## config.mk

```make
export PLATFORM = sky130hd
export DESIGN_NAME = etc_lane_fsm
export DESIGN_NICKNAME = d
export VERILOG_FILES = /design/src/rtl/etc_pkg.sv /design/src/rtl/etc_timer.sv /design/src/rtl/etc_lane_fsm.sv
export SDC_FILE = /design/constraint.sdc
export NUM_CORES = 1
export LEC_CHECK = 0
export ABC_CLOCK_PERIOD_IN_PS = 4050
export BUFFER_PORTS_ARGS = -buffer_cell sky130_fd_sc_hd__buf_4
export CORE_UTILIZATION = 52
export DETAILED_ROUTE_END_ITERATION = 16
export PLACE_DENSITY = 0.76
export SLEW_MARGIN = 20
export SYNTH_ARGS = -nofsm -noshare
export SYNTH_HDL_FRONTEND = slang
export SYNTH_SLANG_ARGS = --single-unit
```

## constraint.sdc

```tcl
create_clock -name clk -period 4.05 [get_ports clk]
set_clock_uncertainty 0.1 [all_clocks]
set_input_delay 0.405 -clock clk [delete_from_list [all_inputs] [get_ports clk]]
set_output_delay 0.405 -clock clk [all_outputs]
set_load 0.005 [all_outputs]
```

## src/rtl/etc_pkg.sv

```systemverilog
// Shared definitions for the ETC lane controller: FSM states, bus width default, barrier command encoding.
// Latency: n/a (types, constants and a pure decode function only).
// Backpressure: n/a.
package etc_pkg;

  localparam int FEE_W_DEFAULT = 16;

  // Lane controller states.
  typedef enum logic [2:0] {
    IDLE      = 3'd0,
    WAIT_TAG  = 3'd1,
    CHECK     = 3'd2,
    OPEN      = 3'd3,
    WAIT_PASS = 3'd4,
    CLOSE_DLY = 3'd5,
    REJECT    = 3'd6
  } state_e;

  // The FSM selects at most one barrier command per cycle, which keeps
  // up/down/en/dis mutually exclusive by construction.
  typedef enum logic [2:0] {
    CMD_NONE = 3'd0,
    CMD_INIT = 3'd1,
    CMD_UP   = 3'd2,
    CMD_DOWN = 3'd3,
    CMD_EN   = 3'd4,
    CMD_DIS  = 3'd5
  } cmd_e;

  // Bit positions of the decoded command vector {init, up, down, en, dis}.
  localparam int CMD_W        = 5;
  localparam int CMD_BIT_INIT = 4;
  localparam int CMD_BIT_UP   = 3;
  localparam int CMD_BIT_DOWN = 2;
  localparam int CMD_BIT_EN   = 1;
  localparam int CMD_BIT_DIS  = 0;

  // Expand an encoded command into its one-hot pulse vector.
  function automatic logic [CMD_W-1:0] cmd_decode(input cmd_e c);
    logic [CMD_W-1:0] v;
    v = '0;
    case (c)
      CMD_INIT: v[CMD_BIT_INIT] = 1'b1;
      CMD_UP:   v[CMD_BIT_UP]   = 1'b1;
      CMD_DOWN: v[CMD_BIT_DOWN] = 1'b1;
      CMD_EN:   v[CMD_BIT_EN]   = 1'b1;
      CMD_DIS:  v[CMD_BIT_DIS]  = 1'b1;
      default:  v = '0;
    endcase
    return v;
  endfunction

endpackage

```

## src/rtl/etc_timer.sv

```systemverilog
// Loadable down-counter shared between the tag timeout and the barrier close delay.
// Latency: zero asserts exactly `value` cycles after the cycle in which load is high.
// Backpressure: none; load always wins over counting.
module etc_timer
  import etc_pkg::*;
#(
  parameter int W = 10
) (
  input  logic         clk,
  input  logic         reset_n,
  input  logic         load,
  input  logic [W-1:0] value,
  output logic         zero
);

  logic [W-1:0] count;

  // The load cycle counts as the first elapsed cycle, so the stored count is value-1;
  // the counter then parks at zero until the next load.
  always_ff @(posedge clk or negedge reset_n) begin
    if (!reset_n) begin
      count <= '0;
    end else if (load) begin
      count <= (value == '0) ? '0 : value - W'(1);
    end else if (count != '0) begin
      count <= count - W'(1);
    end
  end

  assign zero = (count == '0);

endmodule

```

## src/rtl/etc_lane_fsm.sv

```systemverilog
// Electronic toll lane controller: vehicle/tag sequencing, balance check and deduction, barrier commands.
// Latency: command pulses and deduct_valid are combinational in the transition cycle; new_balance is valid with deduct_valid.
// Backpressure: none; inputs are sampled every cycle. Optional ETC_TXN_COUNT_EN adds a saturating txn_count output.
module etc_lane_fsm
  import etc_pkg::*;
#(
  parameter int FEE_W       = FEE_W_DEFAULT,
  parameter int TAG_TIMEOUT = 1000,
  parameter int CLOSE_DELAY = 50
) (
  input  logic             clk,
  input  logic             reset_n,
  input  logic             veh_arrive,
  input  logic             veh_pass,
  input  logic             tag_valid,
  input  logic [FEE_W-1:0] tag_balance,
  input  logic [FEE_W-1:0] toll_fee,
  input  logic             manual_open,
  output logic             init,
  output logic             up,
  output logic             down,
  output logic             en,
  output logic             dis,
  output logic             deduct_valid,
  output logic [FEE_W-1:0] new_balance,
  output logic             alarm
`ifdef ETC_TXN_COUNT_EN
  ,
  output logic [15:0]      txn_count
`endif
);

  // One timer serves both phases, so it is sized for the longer interval.
  localparam int TMR_MAX = (TAG_TIMEOUT > CLOSE_DELAY) ? TAG_TIMEOUT : CLOSE_DELAY;
  localparam int TMR_W   = (TMR_MAX < 1) ? 1 : $clog2(TMR_MAX + 1);
  localparam logic [TMR_W-1:0] TAG_LOAD   = TMR_W'(TAG_TIMEOUT);
  localparam logic [TMR_W-1:0] CLOSE_LOAD = TMR_W'(CLOSE_DELAY);

  state_e             state_q;
  state_e             state_d;
  cmd_e               cmd;
  logic               deduct;
  logic               bal_latch;
  logic               tmr_load;
  logic [TMR_W-1:0]   tmr_val;
  logic               tmr_zero;
  logic [FEE_W-1:0]   bal_q;
  logic [FEE_W-1:0]   new_bal_q;
  logic [FEE_W-1:0]   diff;
  logic               pass_q;
  logic               manual_q;
  logic               pass_rise;
  logic               manual_rise;
  logic               manual_take;
  logic               fee_ok;
  logic [CMD_W-1:0]   cmd_vec;

  etc_timer #(
    .W(TMR_W)
  ) u_timer (
    .clk     (clk),
    .reset_n (reset_n),
    .load    (tmr_load),
    .value   (tmr_val),
    .zero    (tmr_zero)
  );

  assign pass_rise   = veh_pass & ~pass_q;
  assign manual_rise = manual_open & ~manual_q;
  // The operator override is ignored once the barrier is already going up or is up.
  assign manual_take = manual_rise && (state_q != OPEN) && (state_q != WAIT_PASS);
  assign fee_ok      = (bal_q >= toll_fee);
  assign diff        = bal_q - toll_fee;

  // State register; async reset abandons any transaction in flight.
  always_ff @(posedge clk or negedge reset_n) begin
    if (!reset_n) begin
      state_q <= IDLE;
    end else begin
      state_q <= state_d;
    end
  end

  // Previous levels of the exit loop and operator switch for edge detection.
  always_ff @(posedge clk or negedge reset_n) begin
    if (!reset_n) begin
      pass_q   <= 1'b0;
      manual_q <= 1'b0;
    end else begin
      pass_q   <= veh_pass;
      manual_q <= manual_open;
    end
  end

  // Next-state and command selection; manual override has top priority outside OPEN/WAIT_PASS.
  always_comb begin
    state_d   = state_q;
    cmd       = CMD_NONE;
    deduct    = 1'b0;
    bal_latch = 1'b0;
    tmr_load  = 1'b0;
    tmr_val   = '0;
    if (manual_take) begin
      state_d = WAIT_PASS;
      cmd     = CMD_UP;
    end else begin
      case (state_q)
        IDLE: begin
          if (veh_arrive) begin
            state_d  = WAIT_TAG;
            cmd      = CMD_INIT;
            tmr_load = 1'b1;
            tmr_val  = TAG_LOAD;
          end
        end
        WAIT_TAG: begin
          // A tag seen on the final timer cycle still counts as in time.
          if (tag_valid) begin
            state_d   = CHECK;
            bal_latch = 1'b1;
          end else if (tmr_zero) begin
            state_d = REJECT;
            cmd     = CMD_DIS;
          end else if (!veh_arrive) begin
            state_d = IDLE;
            cmd     = CMD_DIS;
          end
        end
        CHECK: begin
          if (fee_ok) begin
            state_d = OPEN;
            cmd     = CMD_EN;
            deduct  = 1'b1;
          end else begin
            state_d = REJECT;
            cmd     = CMD_DIS;
          end
        end
        OPEN: begin
          state_d = WAIT_PASS;
        end
        WAIT_PASS: begin
          // No timeout here: the barrier only closes once a vehicle has cleared the exit loop.
          if (pass_rise) begin
            state_d  = CLOSE_DLY;
            tmr_load = 1'b1;
            tmr_val  = CLOSE_LOAD;
          end
        end
        CLOSE_DLY: begin
          // A following vehicle on the exit loop restarts the delay instead of closing on it.
          if (pass_rise) begin
            tmr_load = 1'b1;
            tmr_val  = CLOSE_LOAD;
          end else if (tmr_zero) begin
            state_d = IDLE;
            cmd     = CMD_DOWN;
          end
        end
        REJECT: begin
          if (!veh_arrive) begin
            state_d = IDLE;
          end
        end
        default: begin
          state_d = IDLE;
        end
      endcase
    end
  end

  // Commands are Mealy outputs; gating with reset_n keeps them quiet while reset is held.
  assign cmd_vec      = reset_n ? cmd_decode(cmd) : '0;
  assign init         = cmd_vec[CMD_BIT_INIT];
  assign up           = cmd_vec[CMD_BIT_UP];
  assign down         = cmd_vec[CMD_BIT_DOWN];
  assign en           = cmd_vec[CMD_BIT_EN];
  assign dis          = cmd_vec[CMD_BIT_DIS];
  assign deduct_valid = deduct & reset_n;
  assign alarm        = (state_q == REJECT);

  // Latched tag balance and the held post-deduction balance; rejects never touch new_bal_q.
  always_ff @(posedge clk or negedge reset_n) begin
    if (!reset_n) begin
      bal_q     <= '0;
      new_bal_q <= '0;
    end else begin
      if (bal_latch) begin
        bal_q <= tag_balance;
      end
      if (deduct_valid) begin
        new_bal_q <= diff;
      end
    end
  end

  // The fresh result is forwarded in the deduction cycle, then held from the register.
  assign new_balance = deduct_valid ? diff : new_bal_q;

`ifdef ETC_TXN_COUNT_EN
  // Saturating count of completed deductions.
  always_ff @(posedge clk or negedge reset_n) begin
    if (!reset_n) begin
      txn_count <= '0;
    end else if (deduct_valid && (txn_count != 16'hFFFF)) begin
      txn_count <= txn_count + 16'd1;
    end
  end
`endif

endmodule

```

## After elaboration in Yosys (flattened, before gate mapping)

Index checks and enable logic that the tools add are counted.

- Register bits: 47
- Input bits: 38
- Output and inout bits: 23
- Word-level logic and storage cells: 84

- Add/sub/neg operators: 3
- Order comparisons: 1
- Equality and inequality tests: 17
- Mux-type cells: 43
- Bitwise gates (word level): 5
- Reduce and logical (&&, ||, !) cells: 9

Operators with widths:

| kind | number |
|---|---|
| $mux W10 | 5 |
| $mux W3 | 13 |
| $pmux W3 S7 | 1 |
| $logic_not A10 Y1 | 2 |
| $pmux W10 S2 | 1 |
| $sub A10 B1 Y10 const B | 2 |
| $ge A16 B16 Y1 | 1 |
| $mux W1 | 16 |
| $mux W16 | 1 |
| $sub A16 B16 Y16 | 1 |
| $eq A3 B3 Y1 const B | 5 |
| $ne A3 B3 Y1 const B | 5 |
| $eq A3 B2 Y1 const B | 4 |
| $pmux W3 S4 | 1 |
| $reduce_bool A10 Y1 | 1 |
| $eq A3 B1 Y1 const B | 2 |
| $mux W6 | 1 |
| $mux W5 | 1 |
| $mux W2 | 2 |
| $reduce_and A4 Y1 | 1 |
| $and A1 B1 Y1 | 3 |
| $logic_not A3 Y1 | 1 |
| $ne A3 B2 Y1 const B | 1 |
| $logic_and A1 B1 Y1 | 2 |
| 4 further kinds | 5 |

## Depth between registers and ports, before layout

- Word-level depth: 8
- Mapped depth: 11
- Mapped depth without buffers: 10

## By module

A second synthesis with hierarchy kept.

- Cells, all modules: 363
- Area total of the unflattened synthesis: 3,344.5 um2

Modules (own cells, without submodules):

| module | times used | cells each | area an instance (um2) | sequential area each (um2) |
|---|---|---|---|---|
| etc_lane_fsm | 1 | 275 | 2,580.0 | 925.9 |
| etc_timer | 1 | 88 | 764.5 | 250.2 |

## Worst setup path after synthesis

OpenSTA, ideal clock, no wires.

- Kind: input-to-output
- Start: input toll_fee[0]
- End: output new_balance[10]
- Data arrival time: 2.688 ns
- Required time: 3.545 ns
- Path slack: 0.857 ns
- Stages: 10
- Buffers on the path: 1
- Cells stage by stage: ha_1 fa_1 nand2b_1 a211o_1 and2_4 a311o_1 a21o_4 clkinv_4 buf_12 mux2_4

- Longest elaborated chain between the ends: 6
- Elaborated cells between the ends (all ways): 7
- Classes of those cells: 1 x add/sub; 1 x order compare; 4 x mux; 1 x bitwise

RTL lines:

| what | RTL line | text |
|---|---|---|
| start, declared | etc_lane_fsm.sv:17 | `input logic [FEE_W-1:0] toll_fee,` |
| $ge A16 B16 Y1 | etc_lane_fsm.sv:72 | `assign fee_ok = (bal_q >= toll_fee);` |
| $mux W1 | etc_lane_fsm.sv:130 | `if (fee_ok) begin` |
| $mux W1 | etc_lane_fsm.sv:107 | `case (state_q)` |
| $mux W1 | etc_lane_fsm.sv:103 | `if (manual_take) begin` |
| $and A1 B1 Y1 | etc_lane_fsm.sv:179 | `assign deduct_valid = deduct & reset_n;` |
| named net deduct_valid | etc_lane_fsm.sv:24 | `output logic deduct_valid,` |
| $mux W16 | n/a |  |
| end, declared | etc_lane_fsm.sv:25 | `output logic [FEE_W-1:0] new_balance,` |

The timed path passes the listed nets, and every way through them passes these cells.

## Worst setup path in the final report

- Start: register bal_q[0]
- End: output new_balance[6]

- Longest elaborated chain between the ends: 6
- Elaborated cells between the ends (all ways): 7
- Classes of those cells: 1 x add/sub; 1 x order compare; 4 x mux; 1 x bitwise

RTL lines:

| what | RTL line | text |
|---|---|---|
| start, declared | etc_lane_fsm.sv:47 | `logic [FEE_W-1:0] bal_q;` |
| start signal, assigned | etc_lane_fsm.sv:189 | `bal_q <= tag_balance;` |
| $ge A16 B16 Y1 | etc_lane_fsm.sv:72 |  |
| $mux W1 | etc_lane_fsm.sv:130 |  |
| $mux W1 | etc_lane_fsm.sv:107 |  |
| $mux W1 | etc_lane_fsm.sv:103 |  |
| $and A1 B1 Y1 | etc_lane_fsm.sv:179 |  |
| $mux W16 * | n/a |  |

Mark *: on every way between the ends. The rest lies on a longest branch, timed or not.

==> metrics.csv <==
stage;metric;value;unit
synthesis;synth_fp_nets;399;
finish;final_cell_mix;buf_4, dfrtp_1, inv_1;
setup_path;slowest_stage;fa_1;
synthesis;synth-edff-count;0;
setup_path;reg2reg_from;bal_q[0];
synthesis;synth_async_sr_flop_share;1.00;
placement;port_buffers;60;
power;p_leak;1.87;nW
cts;cts_sinks;47;
floorplanning;ioPinCount;61;
setup_path;worstSetupEndpoint;new_balance[6];
synthesis;synth_cell_types;50;
power;combPwrFrac;0.542;
finish;drive_gt1_frac;0.247;
run;cap_violations;0;
sta;drv_slew;0;
cts;cts_buffers;5;
synthesis;synth.avg_cell_area;9.37;um^2
power;ir_drop;326;uV
synthesis;ys_seq_area_frac;0.368;
power;p_seq_frac;0.325;
setup_path;end_kind;output pin;
floorplanning;rows;28;
cts;h-tree-depth;2;
setup_path;reg2reg_to;new_bal_q[6];
sta;finalCritPeriodShare;0.922;
setup_path;cp-start-kind;register;
finish;insertedDiodeCount;0;
setup_path;startpoint;bal_q[0];
floorplanning;die_h;80.4;um
sta;slew_headroom;0.393;
cts;postCtsSetupRepairBufs;0;
sta;final_hold_viol_count;0;
power;finalPower;2.16;mW
placement;hpwl;5220;um
cts;clock_latency;0.30;ns
global_routing;grt_max_degree;51;
cts;cts.path.max_buffers;2;
placement;dp_slack;0.456;ns
cts;cts_tree;done;
drt;vias;2692;
floorplanning;core;5920;um^2
synthesis;synth_top_area_cell;dfrtp_1;
drt;drc;0;
setup_path;r2r_cells;10;
floorplanning;start_util;0.540;
finish;final_common_cell;buf_4;
outcome;status;finished, final reports clean;
setup_path;cp_data_arrival_time;3.23;ns
global_routing;grt_antenna_before_repair;0;
finish;final_util;0.639;
drt;routedWlPerCell;14.7;um
global_routing;grt_pass1_vias;2599;
worst_hold_path;hp-start;manual_open;
sta;fin_ws;0.314;ns
cts;root_buffer;clkbuf_8;
placement;gp_congestion;0.884;
drt;drt_iter0_drc;232;
cts;clk_pin_slew;0.09;ns
cts;cts_resized;0;
synthesis;netlist.area_leader.share;0.368;
synthesis;syn_area;3200;um^2
sta;rsz0062_at_grt;false;
floorplanning;die_w;80.4;um
setup_path;rrSetupSlack;1.04;ns
finish;syn_to_final_growth;18.4;%
drt;routed_wl;6980;um
sta;max_freq;268;MHz
setup_path;crit_chain;inv_1 > ha_1 > fa_1 > nand2b_1 > a211o_1 > and2_4 > a311o_1 > a21o_4 > clkinv_4 > mux2_2 > buf_4;
sta;finalSetupViolations;0;
floorplanning;dieArea;6460;um^2
setup_path;required;3.54;ns
sta;tns;0;ns
global_routing;gr-total-overflow;0;
synthesis;synthTopCellsByArea;dfrtp_1, ha_1, mux2_2, inv_1, xnor2_1;
synthesis;synth_flop_cell;dfrtp_1;
finish;nets;458;
power;p_per_area;572;nW/um^2
power;clock_power_share;0.133;
setup_path;slowest_delay;0.41;ns
synthesis;yosys_warnings;0;
worst_hold_path;hp-class;in2reg;
cts;hold_buffers;0;
drt;ant_nets;0;
power;netSwitchingPower;909;uW
setup_path;path_class;reg2out;
drt;first_pass_iters;5;
synthesis;ys_ff_latch;47;
power;p_int;1.26;mW
global_routing;grt_pass1_wl;11800;um
power;swShare;0.420;
sta;holdWs;0.116;ns
global_routing;grt_usage;0.236;
sta;period_needed;3.74;ns
sta;tightest_slew;0.911;ns
setup_path;crit_fanout;15;
synthesis;postSynthCellCount;341;
drt;vias_per_cell;5.66;
[synth_stat cells, types with 4 or more instances]
library cell,n
dfrtp_1,47
inv_1,28
nand2_1,23
nor2_1,22
a21oi_1,19
ha_1,19
mux2_2,19
o21ai_0,19
xnor2_1,12
nand3_1,10
nor3_1,9
nand2b_1,8
xor2_1,8
a31oi_1,6
clkbuf_1,6
mux2_4,6
mux2i_1,6
o211ai_1,6
a21o_1,5
nor2b_1,5
a21boi_0,4
and2_1,4
and3_1,4
o21a_1,4
or3_1,4
[cell families (layout without fill, tap and decap cells)]
group | after synthesis | count (layout) | synth area share
mux | 31 | 31 | 0.114
simple gates | 101 | 101 | 0.158
fa+ha+maj | 20 | 20 | 0.0806
flops | 47 | 47 | 0.368
xor+xnor | 20 | 20 | 0.0548
compound gates | 84 | 84 | 0.173
buf+inv | 38 | 98 | 0.0521
[critical path, delay by kind of cell (launching register included)]
kind	cells	cell delay, ns
AND/OR/NAND/NOR	2	0.35
flip-flops	1	0.34
buffers and inverters	3	0.34
multiplexers	1	0.37
adder cells (fa/ha/maj)	2	0.61
AO/OA/AOI/OAI	3	0.94
[state kept, by name, indices dropped and copies added, names as in the netlist]
name / cells
bal_q: 16
new_bal_q: 16
u_timer.count: 10
state_q: 3
manual_q: 1
pass_q: 1
[routing by layer]
| layer | GRT usage | part of all wire |
|---|---|---|
| met1 | 0.311 | 0.46 |
| met2 | 0.402 | 0.48 |
| met3 | 0.0352 | 0.045 |
| met4 | 0.0625 | 0.013 |
| met5 | 0 | 0 |
[final cells by class]
class                           instances  area [um^2]
Fill cell                             497         2140
Multi-Input combinational cell        256         1850
Sequential cell                        47         1180
Timing Repair Buffer                   61          458
Inverter                               29          114
Tap cell                               75         93.8
Clock buffer                            5         68.8
Clock inverter                          3         20.0
[power by group through the flow]
stage | logic (mW) | clock network [mW] | registers (mW)
floorplan | 0.941 | 0 | 0.672
global placement | 1.15 | 0 | 0.707
detailed placement | 1.16 | 0 | 0.713
CTS | 1.17 | 0.298 | 0.705
global route | 1.33 | 0.311 | 0.724
finish | 1.17 | 0.287 | 0.704
[stage by stage]
step	area [um^2]	std cells
after CTS	3780	476
final	3780	476
after floorplan	3200	341
after detailed placement	3700	468
after global routing	3780	476
after global placement	3700	468
[how the worst min path moves through the flow]
stage,endpoint,slack (ns),cells after the start
after floorplan,bal_q[0],0.009,0
after global placement,new_bal_q[4],0.38,1
after detailed placement,new_bal_q[8],0.38,1
after CTS,manual_q,0.11,1
after global routing,manual_q,0.11,1
final,manual_q,0.12,1
Power figures use the tool's default switching activity.
